<file path="config.mk">
export PLATFORM = sky130hd
export DESIGN_NAME = mem_access_unit
export DESIGN_NICKNAME = d
export VERILOG_FILES = /design/src/rtl/mem_access_unit.sv
export SDC_FILE = /design/constraint.sdc
export NUM_CORES = 1
export LEC_CHECK = 0
export ABC_AREA = 1
export BUFFER_PORTS_ARGS = -buffer_cell sky130_fd_sc_hd__clkbuf_2
export CAP_MARGIN = 15
export CORE_AREA = 8 8 113 141
export CTS_BUF_LIST = sky130_fd_sc_hd__clkbuf_8
export DETAILED_ROUTE_END_ITERATION = 7
export DIE_AREA = 0 0 121 149
export PLACE_DENSITY = 0.7
export SLEW_MARGIN = 20
export SYNTH_ARGS = -nofsm -noshare
export SYNTH_HDL_FRONTEND = slang
export SYNTH_SLANG_ARGS = --single-unit
export TNS_END_PERCENT = 1
</file>
<file path="constraint.sdc">
create_clock -name i_clk -period 1.9 [get_ports i_clk]
set_input_delay 0.285 -clock i_clk [delete_from_list [all_inputs] [get_ports i_clk]]
set_output_delay 0.285 -clock i_clk [all_outputs]
set_load 0.005 [all_outputs]
</file>
<file path="src/rtl/mem_access_unit.sv">
// MEM-stage load/store unit: byte/half/word accesses onto a word-wide big-endian data memory.
// Optional MISALIGN_TRAP_EN: trap misaligned/out-of-range requests instead of forcing alignment.
module mem_access_unit #(
    parameter int unsigned MEM_BYTES = 128
) (
    input  logic        i_clk,
    input  logic        i_rst,
    input  logic        i_req,
    input  logic        i_we,
    input  logic [1:0]  i_size,
    input  logic        i_uns,
    input  logic [31:0] i_addr,
    input  logic [31:0] i_wdata,
    output logic        o_busy,
    output logic        o_done,
    output logic        o_err,
    output logic [31:0] o_rdata,
    output logic [31:0] o_dm_addr,
    output logic [31:0] o_dm_wdata,
    output logic        o_dm_read,
    output logic        o_dm_write,
    input  logic [31:0] i_dm_rdata
);

    typedef enum logic [1:0] {StIdle, StRd, StWr, StResp} state_e;

    state_e      r_state;
    state_e      w_state_d;
    logic        r_we;
    logic [1:0]  r_size;
    logic        r_uns;
    logic [1:0]  r_off;
    logic [15:0] r_wdata;
    logic [31:0] r_rdata;
    logic [31:0] r_dm_addr;
    logic [31:0] r_dm_wdata;

    logic        w_accept;
    logic        w_is_word;
    logic        w_is_half;
    logic [1:0]  w_off;
    logic        w_acc_err;

    assign w_accept  = (r_state == StIdle) && i_req;
    assign w_is_word = i_size[1];
    assign w_is_half = (i_size == 2'b01);
    // Lane offset with alignment forced; trapped requests never use it.
    assign w_off     = w_is_word ? 2'b00 : (w_is_half ? {i_addr[1], 1'b0} : i_addr[1:0]);

`ifdef MISALIGN_TRAP_EN
    logic r_err;
    assign w_acc_err = (w_is_half && i_addr[0]) || (w_is_word && (i_addr[1:0] != 2'b00))
                     || (i_addr > (32'(MEM_BYTES) - 32'd4));
    assign o_err     = (r_state == StResp) && r_err;
`else
    assign w_acc_err = 1'b0;
    assign o_err     = 1'b0;
`endif

    function automatic logic [31:0] load_ext(input logic [31:0] word, input logic [1:0] off,
                                             input logic [1:0] size, input logic uns);
        logic [7:0]  b;
        logic [15:0] h;
        case (off)
            2'd0:    b = word[31:24];
            2'd1:    b = word[23:16];
            2'd2:    b = word[15:8];
            default: b = word[7:0];
        endcase
        h = off[1] ? word[15:0] : word[31:16];
        if (size[1]) begin
            load_ext = word;
        end else if (size == 2'b01) begin
            load_ext = uns ? {16'h0000, h} : {{16{h[15]}}, h};
        end else begin
            load_ext = uns ? {24'h000000, b} : {{24{b[7]}}, b};
        end
    endfunction

    function automatic logic [31:0] merge(input logic [31:0] word, input logic [1:0] off,
                                          input logic [1:0] size, input logic [15:0] wd);
        logic [31:0] m;
        m = word;
        if (size == 2'b01) begin
            if (off[1]) m[15:0] = wd;
            else        m[31:16] = wd;
        end else begin
            case (off)
                2'd0:    m[31:24] = wd[7:0];
                2'd1:    m[23:16] = wd[7:0];
                2'd2:    m[15:8]  = wd[7:0];
                default: m[7:0]   = wd[7:0];
            endcase
        end
        merge = m;
    endfunction

    always_comb begin
        w_state_d = r_state;
        case (r_state)
            StIdle: begin
                if (i_req) begin
                    if (w_acc_err)              w_state_d = StResp;
                    else if (i_we && w_is_word) w_state_d = StWr;
                    else                        w_state_d = StRd;
                end
            end
            StRd:    w_state_d = r_we ? StWr : StResp;
            StWr:    w_state_d = StResp;
            default: w_state_d = StIdle;
        endcase
    end

    always_ff @(posedge i_clk) begin
        if (i_rst) begin
            r_state    <= StIdle;
            r_we       <= 1'b0;
            r_size     <= 2'b00;
            r_uns      <= 1'b0;
            r_off      <= 2'b00;
            r_wdata    <= 16'h0000;
            r_rdata    <= 32'h0;
            r_dm_addr  <= 32'h0;
            r_dm_wdata <= 32'h0;
        end else begin
            r_state <= w_state_d;
            if (w_accept) begin
                r_we    <= i_we;
                r_size  <= i_size;
                r_uns   <= i_uns;
                r_off   <= w_off;
                r_wdata <= i_wdata[15:0];
                if (w_acc_err) begin
                    r_rdata <= 32'h0;
                end else begin
                    r_dm_addr <= {i_addr[31:2], 2'b00};
                    if (i_we && w_is_word) r_dm_wdata <= i_wdata;
                end
            end
            // Word captured at the end of RD feeds either the merge or the load result.
            if (r_state == StRd) begin
                if (r_we) r_dm_wdata <= merge(i_dm_rdata, r_off, r_size, r_wdata);
                else      r_rdata    <= load_ext(i_dm_rdata, r_off, r_size, r_uns);
            end
        end
    end

`ifdef MISALIGN_TRAP_EN
    always_ff @(posedge i_clk) begin
        if (i_rst)         r_err <= 1'b0;
        else if (w_accept) r_err <= w_acc_err;
    end
`endif

    assign o_busy     = (r_state != StIdle);
    assign o_done     = (r_state == StResp);
    assign o_rdata    = r_rdata;
    assign o_dm_addr  = r_dm_addr;
    assign o_dm_wdata = r_dm_wdata;
    assign o_dm_read  = (r_state == StRd);
    assign o_dm_write = (r_state == StWr) && !i_rst;

endmodule
</file>
After elaboration in Yosys (flattened, before gate mapping)
Cells that the tools add are included.
{"block": "word_totals", "in_bits": 103, "wordCells": 50, "register_bits": 118}
{"block": "op_classes", "bitwise_logic": 1, "n_mux": 23, "eq_ne": 8, "n_reduce_logical": 9}
{"cell": "two-way mux 32 bit", "n": 9}
{"cell": "two-way mux 16 bit", "n": 3}
{"cell": "two-way mux 8 bit", "n": 4}
{"cell": "case mux 8 bit (3 select lines)", "n": 1}
{"cell": "equality test 2 x 1 -> 1 bit (second input constant)", "n": 4}
{"cell": "equality test 2 bit (second input constant)", "n": 3}
{"cell": "two-way mux 2 bit", "n": 3}
{"cell": "case mux 2 bit (3 select lines)", "n": 1}
{"cell": "zero test 2 bit", "n": 2}
{"cell": "logical AND 1 bit", "n": 3}
{"cell": "OR reduction 3 bit", "n": 1}
{"cell": "two-way mux 1 bit", "n": 2}
{"cell": "!= test 2 bit (second input constant)", "n": 1}
{"cell": "AND reduction 2 bit", "n": 1}
{"cell": "nonzero test 2 bit", "n": 1}
{"cell": "zero test 1 bit", "n": 1}
{"cell": "inverter 1 bit", "n": 1}

Longest topological paths before layout
{"block": "logic_depth", "ltp_word": 6, "mapped_depth": 11, "mapped_depth_nobuf": 10}

Worst setup path after synthesis
No wires, ideal clock.
{"block": "synth_timing", "path_kind": "reg-to-reg", "from": "reg r_state[0]", "to": "reg r_dm_wdata[5], in the netlist o_dm_wdata[5]", "synth_period_minus_slack_ns": 1.535, "setup_ns": 0.117, "n_path_buf": 1, "slack_ns": 0.365, "required_time_ns": 1.783, "arrival_time_ns": 1.418, "path_stages_with_launch": 10, "cell_sequence": "dfxtp_1 > inv_1 > ha_1 > inv_1 > nor2_2 > nand2_1 > clkbuf_1 > o21ai_0 > o21ai_0 > nor2_1"}
{"block": "synth_via", "elab_chain_len": 5}
{"item": "start: declaration", "line_no": "27", "text": "state_e r_state;"}
{"item": "start signal: assignment", "line_no": "116", "text": "r_state <= StIdle;"}
{"item": "start signal: assignment", "line_no": "126", "text": "r_state <= w_state_d;"}
{"item": "zero test 2 bit", "line_no": "44", "text": "assign w_accept = (r_state == StIdle) && i_req;"}
{"item": "logical AND 1 bit", "line_no": "44"}
{"item": "two-way mux 32 bit", "line_no": "127", "text": "if (w_accept) begin"}
{"item": "two-way mux 32 bit", "line_no": "142", "text": "if (r_we) r_dm_wdata <= merge(i_dm_rdata, r_off, r_size, r_wdata);"}
{"item": "two-way mux 32 bit *", "line_no": "141", "text": "if (r_state == StRd) begin"}
{"item": "end signal: assignment", "line_no": "137", "text": "if (i_we && w_is_word) r_dm_wdata <= i_wdata;"}
{"item": "end signal: assignment", "line_no": "142"}
{"item": "end: declaration", "line_no": "36", "text": "logic [31:0] r_dm_wdata;"}
Every way passes the cells marked *; elsewhere a longest branch is shown, timed or not.
A chain may end at the register's enable or synchronous reset.

Worst setup path in the final report
{"block": "layout_timing", "from": "reg r_state[0]", "to": "reg r_dm_wdata[31], in the netlist o_dm_wdata[31]"}
Same word-level chain as after synthesis.

==> flow_metrics.env <==
export IMPL_cts_buffers=17
export IMPL_post_dp_hpwl_um=15900
export IMPL_timing_final_crit_share_pct=91.4
export IMPL_antenna_found_initial=0
export IMPL_period_needed_ps=1740
export IMPL_first_pass_iters=5
export IMPL_finalHoldViolCount=0
export IMPL_dieArea_um2=18000
export IMPL_ant_nets=0
export IMPL_status="complete, no violations"
export IMPL_finalSetupTns_ps=0
export IMPL_r2r_cells=9
export IMPL_overflow=0
export IMPL_stdcell_count=1281
export IMPL_intPower_mw=5.84
export IMPL_whs_path_depth=3
export IMPL_cp_required_ps=2220
export IMPL_netlist_area_um2=6070
export IMPL_insertion_delay_ps=440
export IMPL_power_density_nw_per_um2=1230
export IMPL_p_clk_share_pct=26.9
export IMPL_p_comb_share_pct=36.9
export IMPL_tightestPinTransition_ps=507
export IMPL_grt_pass1_wl_um=33500
export IMPL_r2r_end="o_dm_wdata[31]"
export IMPL_ios=204
export IMPL_cts_sinks=118
export IMPL_swShare_pct=38.0
export IMPL_report_final_setup_viol=0
export IMPL_vias_per_cell=5.24
export IMPL_drive_gt1_share_pct=25.5
export IMPL_min_to="o_dm_addr[13]"
export IMPL_rsz0062_at_grt="true"
export IMPL_chipHeight_um=149
export IMPL_synthSimpleGateAreaFrac_pct=22.8
export IMPL_fmax_mhz=576
export IMPL_irDropWorstVdd_v=0.000816
export IMPL_cp_arrival_ps=2060
export IMPL_syn_area_per_cell_um2=6.62
export IMPL_netlist_cell_type_count=31
export IMPL_track_usage_pct=23.3
export IMPL_finalWirelength_um=21000
export IMPL_htree_levels=4
export IMPL_ctsRootBufferMaster="clkbuf_8"
export IMPL_start_util_pct=44.5
export IMPL_holdCritStartpoint="i_addr[13]"
export IMPL_worstSetupPathType="flop to flop"
export IMPL_finalMaxSlewViolations=0
export IMPL_r2r_slack_ps=160
export IMPL_grt_start_max_net_pins=63
export IMPL_yosys_area_share_xor_xnor_pct=0
export IMPL_clockBufferDepth=2
export IMPL_synth_mux_area_share_pct=0
export IMPL_syn2layout_area_growth_pct=25.8
export IMPL_layout_nets=1200
export IMPL_drc=0
export IMPL_synth_compound_area_share_pct=28.4
export IMPL_end_kind="flop"
export IMPL_seq_area_frac_synth_pct=38.9
export IMPL_first_iter_violations=304
export IMPL_power_leakage_nw=3.61
export IMPL_critPathMaxFanout=31
export IMPL_utilization_pct=56.0
export IMPL_synth_adder_area_share_pct=0.825
export IMPL_path_clk_slew_ps=80
export IMPL_synth_top_family_by_area="compound AO/OA/AOI/OAI gates"
export IMPL_critPathLaunchType="flop"
export IMPL_grt_pass1_vias=6489
export IMPL_gp_congestion=0.932
export IMPL_wl_per_cell_um=16.4
export IMPL_r2r_start="r_state[0]"
export IMPL_coreArea_um2=13600
export IMPL_yosysWarnings=0
export IMPL_row_count=48
export IMPL_port_buffers=200
export IMPL_vias=6709
export IMPL_maxSlewHeadroom_pct=66.2
export IMPL_dp_cells=1249
export IMPL_power_switching_mw=3.58
export IMPL_hp_class="input pin to flop"
export IMPL_power_frac_seq_pct=36.2
export IMPL_diodes=0
export IMPL_die_w_um=121
export IMPL_cts_tree="yes"
export IMPL_final_setup_skew_ps=6.29
export IMPL_synth_cells=917
export IMPL_drv_cap=0
export IMPL_ys_ff_latch=118
[sequential cells by signal, indices dropped and copies added (netlist names)]
| name | count |
|---|---|
| o_rdata | 32 |
| o_dm_wdata | 32 |
| o_dm_addr | 30 |
| r_size | 2 |
| r_we | 1 |
| r_off | 2 |
| r_state | 2 |
| r_wdata | 16 |
| r_uns | 1 |
[area by class of cell]
cell class              instances  area (um2)
fillers                      1391        6000
multi-input cells             680        3170
flip-flops and latches        118        2360
repair buffers                227        1250
clock buffers                  17         234
well taps                     175         219
clock inverters                15         203
inverters                      49         189
[kinds of logic (layout without fill, tap and decap cells)]
logic type	after synthesis	count (layout)
flops	118	118
simple gates	340	340
buf+inv	121	308
compound gates	333	333
other cells	1	3
fa+ha+maj	4	4
[through the flow]
| step | total power, mW | area [um2] | hold slack, ps | setup WS [ps] |
|---|---|---|---|---|
| floorplan | 5.60 | 6070 | 428 | 365 |
| global placement | 6.88 | 7190 | 456 | 211 |
| detailed placement | 6.94 | 7190 | 458 | 139 |
| CTS | 9.49 | 7630 | 49.7 | 123 |
| global route | 10.1 | 7630 | 71.0 | -15.4 |
| finish | 9.42 | 7630 | 85.5 | 164 |
[cells in the final DEF (no fill, tap or decap), drive strengths merged, types with 2 or more instances in the layout]
cell type  instances
clkinvlp           2
clkinv             7
nor2             149
a211oi             2
nand3             23
inv               51
o22ai              2
or2                5
ha                 4
a21oi            118
bufinv             4
nand4              2
nand2            155
o211ai            19
conb               3
dfxtp            118
buf               27
nor3               5
clkbuf           217
o21ai            192
[layer usage]
metal	global-route usage (%)	wire, um	up-vias
li1	-	-	3404
met1	26.2	8340	3021
met2	39.2	10200	255
met3	8.52	1980	29
met4	8.77	448	0
met5	0	0	-
[critical path, stage by stage (launching register included)]
cell and delay, ps:
dfxtp_1 350, inv_1 90, ha_1 200, inv_1 90, nor2_2 140, nand2_2 140
buf_12 190, or2_2 270, o21ai_0 70, a21oi_1 80
[synthesized netlist by cell type (all sizes together)]
cell type | count | area (um2)
nor3 | 5 | 25.0
nor3b | 1 | 7.51
nand4 | 2 | 12.5
inv | 48 | 183
nor2 | 149 | 577
ha | 4 | 50.1
o211ai | 19 | 143
nand2 | 155 | 594
dfxtp | 118 | 2360
o22ai | 2 | 12.5
clkinv | 1 | 3.75
conb | 1 | 3.75
nand3 | 23 | 138
clkbuf | 30 | 113
or2 | 5 | 31.3
a211oi | 2 | 15.0
a21oi | 118 | 591
buf | 42 | 245
o21ai | 192 | 961
[power groups by stage]
stage / Combinational (mW) / Sequential (mW) / Clock [mW]
CTS: 3.50 / 3.41 / 2.58
floorplan: 2.15 / 3.45 / 0
finish: 3.48 / 3.41 / 2.53
detailed placement: 3.48 / 3.46 / 0
global placement: 3.44 / 3.44 / 0
global route: 3.96 / 3.48 / 2.68
[worst max path at each step]
| stage | startpoint | to | cells after the start |
|---|---|---|---|
| after floorplan | r_state[0] | o_dm_wdata[5] | 9 |
| after global placement | r_state[0] | o_dm_wdata[31] | 9 |
| after detailed placement | r_state[0] | o_dm_wdata[31] | 9 |
| after CTS | r_state[0] | o_dm_wdata[31] | 9 |
| after global routing | r_state[1] | o_rdata[6] | 9 |
| final | r_state[0] | o_dm_wdata[31] | 9 |
[what timing repair did]
item | in CTS | in global routing
buffers inserted | 0 | 0
hold buffers | 0 | 0
hold endpoints to repair | 0 | 0
setup endpoints to repair | 0 | 21
resized for setup | 0 | 3
No activity file was read; power rests on OpenSTA's default activity.
